[config.mk]
export PLATFORM = sky130hd
export DESIGN_NAME = gemm_loop_controller_flat
export DESIGN_NICKNAME = d
export VERILOG_FILES = /design/src/rtl/gemm_loop_controller_if.sv /design/src/rtl/gemm_loop_controller.sv /design/src/flat_wrapper.sv
export SDC_FILE = /design/constraint.sdc
export NUM_CORES = 1
export LEC_CHECK = 0
export BUFFER_PORTS_ARGS = -buffer_cell sky130_fd_sc_hd__buf_4
export CAP_MARGIN = 20
export CORE_MARGIN = 3
export CORE_UTILIZATION = 61
export CTS_CLUSTER_DIAMETER = 120
export DETAILED_ROUTE_END_ITERATION = 12
export HOLD_SLACK_MARGIN = 0.06
export PLACE_DENSITY = 0.81
export SKIP_LAST_GASP = 1
export SLEW_MARGIN = 20
export SYNTH_ARGS = -nofsm -noshare
export SYNTH_HDL_FRONTEND = slang
export SYNTH_SLANG_ARGS = --single-unit
[constraint.sdc]
create_clock -name clk_i -period 4.9 [get_ports clk_i]
set_input_delay 0.735 -clock clk_i [delete_from_list [all_inputs] [get_ports clk_i]]
set_output_delay 0.735 -clock clk_i [all_outputs]
set_load 0.05 [all_outputs]
[src/rtl/gemm_loop_controller_if.sv]
// Handshake/bus bundle between the GEMM loop controller and its surroundings.
//   start_i, M/K/N_size_i          : run request and matrix sizes (into the controller)
//   sram_a/b_addr_o                : A/B read addresses (one-cycle read latency SRAMs)
//   sram_c_addr_o, sram_c_we_o     : C write port control
//   mac_valid_o/clr_o/last_o       : accumulator strobes
//   busy_o, done_o                 : run status
interface gemm_loop_controller_if #(
  parameter int unsigned AddrWidth     = 12,
  parameter int unsigned SizeAddrWidth = 8
) ();
  logic                     start_i;
  logic [SizeAddrWidth-1:0] M_size_i;
  logic [SizeAddrWidth-1:0] K_size_i;
  logic [SizeAddrWidth-1:0] N_size_i;
  logic [AddrWidth-1:0]     sram_a_addr_o;
  logic [AddrWidth-1:0]     sram_b_addr_o;
  logic [AddrWidth-1:0]     sram_c_addr_o;
  logic                     sram_c_we_o;
  logic                     mac_valid_o;
  logic                     mac_clr_o;
  logic                     mac_last_o;
  logic                     busy_o;
  logic                     done_o;

  modport master (
    output start_i, M_size_i, K_size_i, N_size_i,
    input  sram_a_addr_o, sram_b_addr_o, sram_c_addr_o, sram_c_we_o,
           mac_valid_o, mac_clr_o, mac_last_o, busy_o, done_o
  );

  modport slave (
    input  start_i, M_size_i, K_size_i, N_size_i,
    output sram_a_addr_o, sram_b_addr_o, sram_c_addr_o, sram_c_we_o,
           mac_valid_o, mac_clr_o, mac_last_o, busy_o, done_o
  );
endinterface

[src/rtl/gemm_loop_controller.sv]
// GEMM loop controller: latches M/K/N on start, walks the m/n/k loop nest
// (k innermost), issues A/B SRAM read addresses, drives the MAC strobes one
// cycle later (SRAM read latency) and writes each finished C element one
// cycle after its last MAC. All outputs are registered.
//   clk_i  : clock
//   rst_ni : asynchronous active-low reset
//   bus    : gemm_loop_controller_if slave modport (start/sizes in, SRAM
//            addresses, MAC strobes, busy/done out)
module gemm_loop_controller #(
  parameter int unsigned AddrWidth     = 12,
  parameter int unsigned SizeAddrWidth = 8
) (
  input  logic                   clk_i,
  input  logic                   rst_ni,
  gemm_loop_controller_if.slave  bus
);

  typedef enum logic [1:0] {IDLE, RUN, DRAIN, DONE} state_e;

  state_e                   state_q;
  logic [SizeAddrWidth-1:0] m_size_q, k_size_q, n_size_q;
  logic [SizeAddrWidth-1:0] m_q, n_q, k_q;
  // Row bases m*K (A), k*N (B), m*N (C), accumulated with adders.
  logic [AddrWidth-1:0]     a_row_q, b_row_q, c_row_q;
  logic [AddrWidth-1:0]     a_addr_q, b_addr_q, c_addr_q, c_pipe_q;
  logic                     valid_q, clr_q, last_q, we_q, busy_q, done_q, drain_q;

  logic                     k_last, n_last, m_last;
  logic [SizeAddrWidth-1:0] m_d, n_d, k_d;
  logic [AddrWidth-1:0]     a_row_d, b_row_d, c_row_d;
  logic [AddrWidth-1:0]     a_addr_d, b_addr_d;
  logic                     size_zero;

  always_comb begin
    k_last    = ((k_q + 1'b1) == k_size_q);
    n_last    = ((n_q + 1'b1) == n_size_q);
    m_last    = ((m_q + 1'b1) == m_size_q);
    size_zero = (bus.M_size_i == '0) || (bus.K_size_i == '0) || (bus.N_size_i == '0);
    m_d       = m_q;
    n_d       = n_q;
    k_d       = k_q;
    a_row_d   = a_row_q;
    b_row_d   = b_row_q;
    c_row_d   = c_row_q;
    if (!k_last) begin
      k_d     = k_q + 1'b1;
      b_row_d = b_row_q + AddrWidth'(n_size_q);
    end else begin
      k_d     = '0;
      b_row_d = '0;
      if (!n_last) begin
        n_d = n_q + 1'b1;
      end else begin
        n_d     = '0;
        m_d     = m_q + 1'b1;
        a_row_d = a_row_q + AddrWidth'(k_size_q);
        c_row_d = c_row_q + AddrWidth'(n_size_q);
      end
    end
    a_addr_d = a_row_d + AddrWidth'(k_d);
    b_addr_d = b_row_d + AddrWidth'(n_d);
  end

  always_ff @(posedge clk_i or negedge rst_ni) begin
    if (!rst_ni) begin
      state_q  <= IDLE;
      m_size_q <= '0;
      k_size_q <= '0;
      n_size_q <= '0;
      m_q      <= '0;
      n_q      <= '0;
      k_q      <= '0;
      a_row_q  <= '0;
      b_row_q  <= '0;
      c_row_q  <= '0;
      a_addr_q <= '0;
      b_addr_q <= '0;
      c_addr_q <= '0;
      c_pipe_q <= '0;
      valid_q  <= 1'b0;
      clr_q    <= 1'b0;
      last_q   <= 1'b0;
      we_q     <= 1'b0;
      busy_q   <= 1'b0;
      done_q   <= 1'b0;
      drain_q  <= 1'b0;
    end else begin
      // Read pipeline: strobes follow the issued address by one cycle, the
      // C write follows the last strobe by one more cycle. These stages run
      // freely so the final element drains through DRAIN without special cases.
      valid_q  <= (state_q == RUN);
      clr_q    <= (state_q == RUN) && (k_q == '0);
      last_q   <= (state_q == RUN) && k_last;
      c_pipe_q <= c_row_q + AddrWidth'(n_q);
      we_q     <= last_q;
      c_addr_q <= last_q ? c_pipe_q : '0;
      done_q   <= 1'b0;

      unique case (state_q)
        IDLE: begin
          if (bus.start_i) begin
            m_size_q <= bus.M_size_i;
            k_size_q <= bus.K_size_i;
            n_size_q <= bus.N_size_i;
            busy_q   <= 1'b1;
            m_q      <= '0;
            n_q      <= '0;
            k_q      <= '0;
            a_row_q  <= '0;
            b_row_q  <= '0;
            c_row_q  <= '0;
            a_addr_q <= '0;
            b_addr_q <= '0;
            if (size_zero) begin
              state_q <= DONE;
              done_q  <= 1'b1;
            end else begin
              state_q <= RUN;
            end
          end
        end
        RUN: begin
          if (k_last && n_last && m_last) begin
            state_q  <= DRAIN;
            drain_q  <= 1'b0;
            a_addr_q <= '0;
            b_addr_q <= '0;
          end else begin
            m_q      <= m_d;
            n_q      <= n_d;
            k_q      <= k_d;
            a_row_q  <= a_row_d;
            b_row_q  <= b_row_d;
            c_row_q  <= c_row_d;
            a_addr_q <= a_addr_d;
            b_addr_q <= b_addr_d;
          end
        end
        DRAIN: begin
          if (drain_q) begin
            state_q <= DONE;
            done_q  <= 1'b1;
          end else begin
            drain_q <= 1'b1;
          end
        end
        DONE: begin
          state_q <= IDLE;
          busy_q  <= 1'b0;
        end
        default: state_q <= IDLE;
      endcase
    end
  end

  assign bus.sram_a_addr_o = a_addr_q;
  assign bus.sram_b_addr_o = b_addr_q;
  assign bus.sram_c_addr_o = c_addr_q;
  assign bus.sram_c_we_o   = we_q;
  assign bus.mac_valid_o   = valid_q;
  assign bus.mac_clr_o     = clr_q;
  assign bus.mac_last_o    = last_q;
  assign bus.busy_o        = busy_q;
  assign bus.done_o        = done_q;

endmodule

[src/flat_wrapper.sv]
// flat-port wrapper written by rule: the top's interface ports become plain ports
module gemm_loop_controller_flat 
#(
  parameter int unsigned AddrWidth     = 12,
  parameter int unsigned SizeAddrWidth = 8
)
  (clk_i, rst_ni, bus_start_i, bus_M_size_i, bus_K_size_i, bus_N_size_i, bus_sram_a_addr_o, bus_sram_b_addr_o, bus_sram_c_addr_o, bus_sram_c_we_o, bus_mac_valid_o, bus_mac_clr_o, bus_mac_last_o, bus_busy_o, bus_done_o);
  gemm_loop_controller_if #(.AddrWidth(AddrWidth), .SizeAddrWidth(SizeAddrWidth)) bus_i ();
  input  logic clk_i;
  input  logic rst_ni;
  input wire logic [$bits(bus_i.start_i)-1:0] bus_start_i;
  input wire logic [$bits(bus_i.M_size_i)-1:0] bus_M_size_i;
  input wire logic [$bits(bus_i.K_size_i)-1:0] bus_K_size_i;
  input wire logic [$bits(bus_i.N_size_i)-1:0] bus_N_size_i;
  output wire logic [$bits(bus_i.sram_a_addr_o)-1:0] bus_sram_a_addr_o;
  output wire logic [$bits(bus_i.sram_b_addr_o)-1:0] bus_sram_b_addr_o;
  output wire logic [$bits(bus_i.sram_c_addr_o)-1:0] bus_sram_c_addr_o;
  output wire logic [$bits(bus_i.sram_c_we_o)-1:0] bus_sram_c_we_o;
  output wire logic [$bits(bus_i.mac_valid_o)-1:0] bus_mac_valid_o;
  output wire logic [$bits(bus_i.mac_clr_o)-1:0] bus_mac_clr_o;
  output wire logic [$bits(bus_i.mac_last_o)-1:0] bus_mac_last_o;
  output wire logic [$bits(bus_i.busy_o)-1:0] bus_busy_o;
  output wire logic [$bits(bus_i.done_o)-1:0] bus_done_o;
  assign bus_i.start_i = bus_start_i;
  assign bus_i.M_size_i = bus_M_size_i;
  assign bus_i.K_size_i = bus_K_size_i;
  assign bus_i.N_size_i = bus_N_size_i;
  assign bus_sram_a_addr_o = bus_i.sram_a_addr_o;
  assign bus_sram_b_addr_o = bus_i.sram_b_addr_o;
  assign bus_sram_c_addr_o = bus_i.sram_c_addr_o;
  assign bus_sram_c_we_o = bus_i.sram_c_we_o;
  assign bus_mac_valid_o = bus_i.mac_valid_o;
  assign bus_mac_clr_o = bus_i.mac_clr_o;
  assign bus_mac_last_o = bus_i.mac_last_o;
  assign bus_busy_o = bus_i.busy_o;
  assign bus_done_o = bus_i.done_o;
  gemm_loop_controller #(.AddrWidth(AddrWidth), .SizeAddrWidth(SizeAddrWidth)) u_core (.clk_i(clk_i), .rst_ni(rst_ni), .bus(bus_i));
endmodule
==> impl_results.md, run 1 <==
- Status: finished clean
- Drt pass-1 iters: 5
- Setup TNS: 0 ps
- WL/cell: 16.90 um
- Synth unique cells: 71
- Worst-Margin Slew: around 960 ps
- Hold WC Path Type: in -> async
- Period Utilization, post-route: a little over 90%
- Top FF cell, synth: dfrtp_1
- Commonest non-fill, non-tap cells in the layout: 141 x dfrtp_1, 89 x nand2_1, 81 x buf_4
- CTS Sinks: approximately 140
- First-pass GRT wire length: approximately 32000 um
- Fin area: 0.009769 mm2
- Cell class contributing the biggest share of worst-path delay: compound AO/OA/AOI/OAI gates
- Synth Area per Inst: around 9.8 um2
- Die W: about 120 um
- CP max stage delay: slightly below 500 ps
- VDD IR max: roughly 0.31 mV
- Core area: around 0.013 mm2
- Max-Cap Viols: 0
- Routability congestion estimate: around 0.93
- Post-CTS Hold Buffers: 0
- Asr flop ratio synth: 100.0%
- Syn Nets: slightly below 1000
- Longest Clk Path Bufs: 2
- Resize count post-CTS: 0
- Via-to-Cell Ratio: around 5.9
- Ant. Diodes: 0
- Buffers inserted by post-CTS timing repair: 0
- # IOs: 69
- Most common cell after layout, fill and taps aside: dfrtp_1
- Number of antenna violations at the first check in global routing: 0
- Crit Path Max Fanout: 10
- Post-synthesis cell area: 0.008547 mm2
- Yosys synthesis warning count: 0
- Slowest CP cell: dfrtp_1
- Area Overhead vs Synth: 14.30%
- Leakage power total: ~4.7 nW
- # fillers: 1017
- CTS tree: done
- H-tree levels: 4
- CP Capture Type: flop
- Die Y: about 120 um
- Gr ovfl total: 0
- Overall power: between 5 and 6 mW
- Worst-Skew Late Latency: between 400 and 500 ps
- Area after DPL: slightly above 0.009 mm2
- Setup Skew: ~11 ps
- Port buffer count: 68
- WP data arrival: between 4000 and 5000 ps
- Die area: 0.01547 mm2
- Total GRT Usage: 25.27%
- Max-slew headroom: around 34%
- Site Rows: between 40 and 50
- Vias: 6658
- Layout cells sized above 1: about 16%
- Fmax: ~220 MHz
- PD cells: 564.6 mW/mm2
- Util after Layout: between 70% and 80%
- Min Tclk post-route: 4547 ps
- Initial Util: a little under two thirds
- Mapped Cells: between 800 and 900
- DP HPWL: 13440 um
- Number of global-route vias before repair: about 6600
- TritonCTS Buffers: 17
- Post-layout nets: 1023
- DR DRC count: 0
- EDFF count, synth: 0
- Final wirelength: ~19000 um
- DR iter-0 viols: roughly 530
- Final Hold Vio Count: 0
- Crit-path cells: ha_1 > xnor2_1 > o311ai_0 > a2111oi_1 > nand4b_1 > or2_1 > nand2_1 > nand2_1 > ha_1 > fa_1 > a21o_1 > a21oi_1 > nor2b_1 > o21a_1 > o41ai_2 > a21oi_1 > xnor2_1 > a22o_1
- Setup violators final: 0
- Critical path class: reg -> reg
- Clk root buf: clkbuf_16
- Max Transition Viols Final: 0
- RSZ-0062 raised after global routing: no
- Pin count of the biggest net entering global routing: approximately 110
- Worst Path Buf+Inv: 0
- Register area share after synthesis: about two fifths
- Register bit total from synthesis: 141
- Worst EP required: between 5000 and 6000 ps
- Antenna viol nets, final: 0
- CP Launch Type: flop
- Clock Pin Slew Worst Setup and Hold Paths: 60 ps
[per-layer routing]
| metal | track usage, % | share of wire [%] |
|---|---|---|
| met1 | 34.31 | 45 |
| met2 | 40.97 | 48 |
| met3 | 4.674 | 4.5 |
| met4 | 8.704 | 2.3 |
| met5 | 0 | 0 |
[final cells by class]
type / instances / area [um2] / area share [%]
clock inverters: 12 / 140.1 / 1.434
flip-flops and latches: 141 / 3528 / 36.12
well taps: 176 / 220.2 / 2.254
multi-input cells: 663 / 4720 / 48.31
repair buffers: 82 / 619.3 / 6.340
inverters: 29 / 108.9 / 1.114
clock buffers: 19 / 432.9 / 4.431
[logic make-up (layout without fill, tap and decap cells)]
kind of cell	Yosys count	in the layout	share of synthesized area (%)
AO/OA/AOI/OAI	232	232	18.09
adder cells (fa/ha/maj)	62	62	9.603
buffers and inverters	69	142	3.645
flip-flops	141	141	41.28
AND/OR/NAND/NOR	255	255	14.52
multiplexers	27	27	3.513
XOR/XNOR	87	87	9.340
[cell usage after synthesis, types with 3 or more instances]
cell type / n / area share, %
a21o_1: 19 / 1.7
nor2_1: 60 / 2.6
o41ai_1: 3 / 0.31
clkbuf_1: 20 / 0.88
and2_1: 16 / 1.2
fa_1: 6 / 1.4
nand4b_1: 4 / 0.41
buf_4: 6 / 0.53
o21a_1: 7 / 0.61
o31ai_1: 12 / 1.1
xor2_1: 29 / 3.0
nand2_1: 89 / 3.9
nor2b_1: 11 / 0.81
ha_1: 56 / 8.2
xnor2_1: 55 / 5.6
nor4_1: 8 / 0.59
o211ai_1: 6 / 0.53
and3_1: 9 / 0.66
or3_1: 3 / 0.22
nor3_1: 14 / 0.82
buf_2: 12 / 0.70
dfrtp_1: 141 / 41
inv_1: 28 / 1.2
nand3_1: 15 / 0.88
o21ai_0: 77 / 4.5
o21ai_1: 5 / 0.29
o21bai_1: 9 / 0.79
a22o_1: 36 / 3.7
nand4_1: 3 / 0.22
a31oi_1: 3 / 0.22
mux2i_1: 3 / 0.35
nand2b_1: 8 / 0.59
mux2_2: 24 / 3.2
a21oi_1: 32 / 1.9
[worst paths after layout]
| kind | cells after the start | slack (ps) | endpoint | start |
|---|---|---|---|---|
| max in group asynchronous | 2 | 3460 | u_core.bus.sram_a_addr_o[6] | rst_ni |
| worst max register to register | 18 | 350 | u_core.bus.sram_a_addr_o[10] | u_core.n_q[0] |
| worst min register to register | 1 | 450 | u_core.bus.sram_c_addr_o[10] | u_core.c_pipe_q[10] |
| worst max-delay path | 18 | 350 | u_core.bus.sram_a_addr_o[10] | u_core.n_q[0] |
| worst min-delay path | 1 | 420 | u_core.bus.sram_c_addr_o[9] | rst_ni |
| min in group clk_i | 1 | 450 | u_core.bus.sram_c_addr_o[10] | u_core.c_pipe_q[10] |
[where the power goes]
part / total, mW / switching, mW / leakage [nW] / internal, mW
registers: 1.72 / 0.282 / 1.87 / 1.44
logic: 2.52 / 1.50 / 2.52 / 1.02
clock network: 1.27 / 0.516 / 0.270 / 0.750
total: 5.52 / 2.30 / 4.66 / 3.22
[flip-flops by register name (all words and copies together) (netlist names), 12 cells and up]
name                      flops
u_core.bus.sram_a_addr_o     12
u_core.b_row_q               12
u_core.c_pipe_q              12
u_core.c_row_q               12
u_core.a_row_q               12
u_core.bus.sram_c_addr_o     12
u_core.bus.sram_b_addr_o     12
[through the flow]
stage,hold WS [ps],cells,setup WS [ps]
2_1_floorplan,433.7,873,585.5
3_3_place_gp,435.9,1091,398.1
3_5_place_dp,440.1,1091,270.6
4_1_cts,453.8,1122,227.7
5_1_grt,468.6,1122,57.63
6_report,424.1,1122,353.1
Note: power is estimated with default switching activity, not from simulation.
==> run 2, diff against run 1 <==
- CORE_ASPECT_RATIO: unset -> 1.1
==> run 2 against run 1 <==
Worst hold slack better by 25 ps. Non-clock buffer count is 1 higher. Clock skew about the same. Power grew 2.3%. Maximum frequency rose by 1.8%. Critical path depth is the same. Utilization is 0.65 points higher. Via count up 0.51%. Design area is 0.74% higher. Worst setup slack improved by 80 ps. Flip-flop and latch count unchanged. Combinational power about the same.
==> impl_results.md, run 2 (synthesis results as in run 1) <==
- Die area: 0.01547 mm2
- Area Overhead vs Synth: 15.15%
- Buffers inserted by post-CTS timing repair: 0
- Min Tclk post-route: 4467 ps
- Status: finished clean
- Non-filler instance count after layout: ~1100
- Worst Hold Slack: about 450 ps
- Gr ovfl total: 0
- Worst EP required: 5210 ps
- Longest Clk Path Bufs: 2
- CP max stage delay: roughly 490 ps
- CP Capture Type: flop
- CTS Sinks: approximately 140
- Initial Util: 63.63%
- TritonCTS Buffers: 17
- Post-layout nets: approximately 1000
- Antenna viol nets, final: 0
- Setup Skew: around 10 ps
- Die W: 118.9 um
- Max-slew headroom: between 30% and 40%
- Total GRT Usage: 25.61%
- Pin count of the biggest net entering global routing: 113
- Clock Pin Slew Worst Setup and Hold Paths: 60 ps
- Critical path class: reg -> reg
- CP Launch Type: flop
- WP data arrival: approximately 4800 ps
- Routability congestion estimate: 0.9119
- Worst Path Buf+Inv: 0
- Number of global-route vias before repair: about 6500
- Setup TNS: 0 ps
- Switching Fraction: 40.78%
- Clk root buf: clkbuf_16
- First-pass GRT wire length: around 32000 um
- Fin area: around 0.0098 mm2
- Clk network pwr share: 24.5%
- WL/cell: approximately 17 um
- # fillers: 1021
- Comb pwr share: 45.0%
- Placed Cells: between 1000 and 1500
- Area after DPL: 0.009204 mm2
- Final wirelength: around 19000 um
- Layout cells sized above 1: about 16%
- Leakage power total: 4.694 nW
- DP HPWL: ~13000 um
- PD cells: 573.3 mW/mm2
- VDD IR max: between 0.3 and 0.4 mV
- Sw power: between 2 and 2.5 mW
- Port buffer count: between 60 and 70
- Vias: roughly 6700
- Crit-path cells: ha_1 > xnor2_1 > o311ai_0 > a2111oi_1 > nand4b_1 > or2_1 > nand2_1 > nand2_1 > ha_1 > fa_1 > a21o_1 > a21oi_1 > nor2b_1 > o21a_1 > o41ai_2 > a21oi_1 > xnor2_1 > a22o_1
- Hold WC Path Type: in -> async
- Cell Int Power: 3.341 mW
- Drt pass-1 iters: 5
- Worst-Margin Slew: roughly 1000 ps
- Crit Path Max Fanout: 8
- RSZ-0062 raised after global routing: no
- R2R Setup Slk: ~430 ps
- Cell class contributing the biggest share of worst-path delay: compound AO/OA/AOI/OAI gates
- Core area: around 0.013 mm2
- Site Rows: between 40 and 50
- Worst-Skew Late Latency: around 430 ps
- Max Transition Viols Final: 0
- Max-Cap Viols: 0
- Number of antenna violations at the first check in global routing: 0
- Most common cell after layout, fill and taps aside: dfrtp_1
- Die Y: between 100 and 150 um
- Final Hold Vio Count: 0
- Commonest non-fill, non-tap cells in the layout: 141 x dfrtp_1, 89 x nand2_1, 82 x buf_4
- DR iter-0 viols: 450
- Setup violators final: 0
- H-tree levels: 4
- Fmax: between 200 and 250 MHz
- Ant. Diodes: 0
- DR DRC count: 0
- CTS tree: done
- Slowest CP cell: a2111oi_1
- Overall power: approximately 5.6 mW
- Period Utilization, post-route: 91.17%
- Sequential power share: 30.5%
- # IOs: 69
- Via-to-Cell Ratio: just under 6
run 2: changes by cell type in the layout (fill, tap and decap cells not counted), sizes merged:
cell      before  now
clkinv         6    5
bufinv         2    4
inv           30   31
clkinvlp       3    1
buf           82   83
run 2: per-layer routing:
layer | share of wire [%] | wire length, um | GRT usage, %
met1 | 43 | 8024 | 32.30
met2 | 50 | 9381 | 43.98
met3 | 4.3 | 819 | 4.248
met4 | 3.4 | 645 | 11.38
met5 | 0 | 0 | 0
run 2: final timing paths:
path,end,cells after the start,start
worst max register to register,u_core.bus.sram_a_addr_o[10],18,u_core.n_q[1]
worst max-delay path,u_core.bus.sram_a_addr_o[10],18,u_core.n_q[1]
worst min register to register,u_core.bus.sram_c_addr_o[6],1,u_core.c_pipe_q[6]
max in group asynchronous,u_core.bus.sram_a_addr_o[6],2,rst_ni
worst min-delay path,u_core.bus.sram_c_addr_o[10],1,rst_ni
min in group clk_i,u_core.bus.sram_c_addr_o[6],1,u_core.c_pipe_q[6]
run 2: timing repair:
item	in CTS	in global routing
resized for setup	0	2
hold buffers	0	0
endpoints found under the setup margin	0	2
run 2: area by class of cell:
cell class	instances	area (um2)	share of cell area (%)
Clock inverter	12	185.2	1.882
Multi-Input combinational cell	663	4720	47.95
Timing Repair Buffer	83	626.9	6.369
Clock buffer	19	442.9	4.500
Inverter	29	108.9	1.106
Tap cell	184	230.2	2.339
Sequential cell	141	3528	35.85
run 2: power groups by stage:
stage                     clock, mW  combinational (mW)  sequential, mW
after floorplan                   0                1.77            1.85
after global placement            0                2.45            1.73
after detailed placement          0                2.50            1.74
after CTS                      1.40                2.54            1.72
after global routing           1.45                2.83            1.76
final                          1.38                2.54            1.72
run 2: through the flow:
stage                     util (%)  worst slack [ps]
after detailed placement     68.52             373.5
after global placement       68.52             496.6
after global routing         73.27             59.93
final                        73.27             432.9
after floorplan                  -             585.5
after CTS                    73.19             297.4
==> run 3, diff against run 2 <==
- CORE_ASPECT_RATIO: 1.1 -> 0.9
- REMOVE_ABC_BUFFERS: unset -> 1
==> run 3 against run 2 <==
Critical path depth rose by 1. Worst hold slack worse by 24 ps. Combinational power barely moved. Routed wire length rose by 3.3%. Final cell count shrank 1.2%. First-iteration DRC count decreased by 7.6%. Clock-buffer cell count increased by 4. Utilization decreased by 0.21 points. Flip-flop and latch count unchanged. Worst setup slack gained 6.8 ps. Critical path type unchanged. Critical endpoint is now u_core.bus.sram_b_addr_o[10]. Largest power group unchanged.
==> impl_results.md, run 3 (synthesis results as in run 1) <==
- Buffers inserted by post-CTS timing repair: 0
- Worst EP required: slightly above 5000 ps
- Resize count post-CTS: 0
- Reg2Reg Depth: 19
- Total GRT Usage: a little over a quarter
- Critical path class: reg -> reg
- DR DRC count: 0
- Final wirelength: roughly 20000 um
- Leakage power total: 4.705 nW
- H-tree levels: 4
- Port buffer count: 68
- Die area: 0.01547 mm2
- Layout cells sized above 1: between 10% and 20%
- CTS Sinks: approximately 140
- Number of global-route vias before repair: 6627
- DP HPWL: between 10000 and 15000 um
- Area Overhead vs Synth: 15.50%
- Reg2reg start: u_core.k_q[0]
- Die W: 130.8 um
- WP data arrival: 4750 ps
- Worst-Skew Late Latency: between 400 and 500 ps
- Routability congestion estimate: between 0.9 and 1
- Post-CTS Hold Buffers: 0
- Min Tclk post-route: between 4000 and 5000 ps
- Max Transition Viols Final: 0
- Max-Cap Viols: 0
- PD cells: slightly below 600 mW/mm2
- Initial Util: approximately 63%
- Pin count of the biggest net entering global routing: between 100 and 150
- Setup Skew: approximately 9 ps
- VDD IR max: between 0.3 and 0.4 mV
- Status: finished clean
- Util after Layout: 73.06%
- Max-slew headroom: 29.23%
- Commonest non-fill, non-tap cells in the layout: 140 x dfrtp_1, 89 x nand2_1, 83 x buf_4
- RSZ-0062 raised after global routing: yes
- Site Rows: 40
- Worst-Margin Slew: between 1000 and 1500 ps
- Crit Path Max Fanout: 15
- Gr ovfl total: 0
- Setup TNS: 0 ps
- Period Utilization, post-route: 91.03%
- Longest Clk Path Bufs: 2
- TritonCTS Buffers: 17
- Fmax: 224.2 MHz
- Setup violators final: 0
- Final setup margin: 439.7 ps
- Vias: 6636
- # IOs: 69
- Clock Pin Slew Worst Setup and Hold Paths: ~60 ps
- DR iter-0 viols: roughly 420
- Antenna viol nets, final: 0
- Drt pass-1 iters: 6
- Pre-CTS WS: between 200 and 300 ps
- Clk root buf: clkbuf_16
- Most common cell after layout, fill and taps aside: dfrtp_1
- Ant. Diodes: 0
- Die Y: 118.3 um
- Final Hold Vio Count: 0
- CP Capture Type: flop
- CP Launch Type: flop
- Via-to-Cell Ratio: just under 6
- First-pass GRT wire length: roughly 33000 um
- WL/cell: ~17 um
- Core area: approximately 0.014 mm2
- CTS tree: done
- Reg2reg end: u_core.bus.sram_b_addr_o[10]
- Number of antenna violations at the first check in global routing: 0
- Hold WC Path Type: in -> async
- R2R Setup Slk: 440 ps
- Post-layout nets: slightly above 1000
-- run 3: how the worst max path moves through the flow --
stage / start / to
4_1_cts: u_core.k_q[0] / u_core.bus.sram_a_addr_o[10]
3_3_place_gp: u_core.n_q[1] / u_core.bus.sram_a_addr_o[10]
3_5_place_dp: u_core.k_q[0] / u_core.bus.sram_a_addr_o[10]
5_1_grt: u_core.k_q[1] / u_core.bus.sram_b_addr_o[10]
6_report: u_core.k_q[0] / u_core.bus.sram_b_addr_o[10]
2_1_floorplan: u_core.k_q[0] / u_core.bus.sram_a_addr_o[10]
-- run 3: cell type report --
| class | instances | area, um2 |
|---|---|---|
| tap | 168 | 210.2 |
| multi-input combinational | 663 | 4735 |
| inverter | 29 | 108.9 |
| timing repair buffer | 84 | 634.4 |
| clock inverter | 9 | 156.4 |
| clock buffer | 23 | 498.0 |
| fill | 978 | 3641 |
| sequential | 141 | 3530 |
-- run 3: power by group --
group	internal [mW]	total [mW]	switching [mW]	leakage (nW)
Combinational	1.03	2.56	1.53	2.53
Clock	0.920	1.42	0.502	0.312
Sequential	1.44	1.72	0.277	1.87
Total	3.39	5.71	2.31	4.71
-- run 3: critical path: stages (launching register included) --
cell,delay [ps]
dfrtp_2,440
ha_2,270
xor3_1,410
nor3_1,210
o311a_1,240
o211ai_1,210
nor2_2,220
buf_4,250
nor2b_1,90
ha_1,220
fa_1,420
a21o_1,190
a21oi_1,210
o21bai_1,90
a21oi_1,210
o21bai_1,90
a21oi_1,220
nor3_1,90
xnor2_1,150
o21ai_0,90
-- run 3: routing by layer --
metal | share of wire (%) | wire [um] | GRT usage [%] | vias to the layer above
met5 | 0 | 0 | 0 | -
met4 | 1.7 | 327 | 7.519 | 0
met3 | 6.1 | 1180 | 6.688 | 32
met2 | 48 | 9335 | 41.29 | 211
met1 | 44 | 8660 | 36.71 | 3169
li1 | - | - | - | 3224
-- run 3: metrics by stage --
| step | power, mW | cells | hold WS, ps | area, um2 |
|---|---|---|---|---|
| floorplan | 3.538 | 833 | 433.7 | 8344 |
| global placement | 4.156 | 1085 | 437.6 | 9196 |
| detailed placement | 4.236 | 1085 | 440.1 | 9196 |
| CTS | 5.705 | 1117 | 453.3 | 9851 |
| global route | 6.087 | 1117 | 470.6 | 9872 |
| finish | 5.705 | 1117 | 424.6 | 9872 |
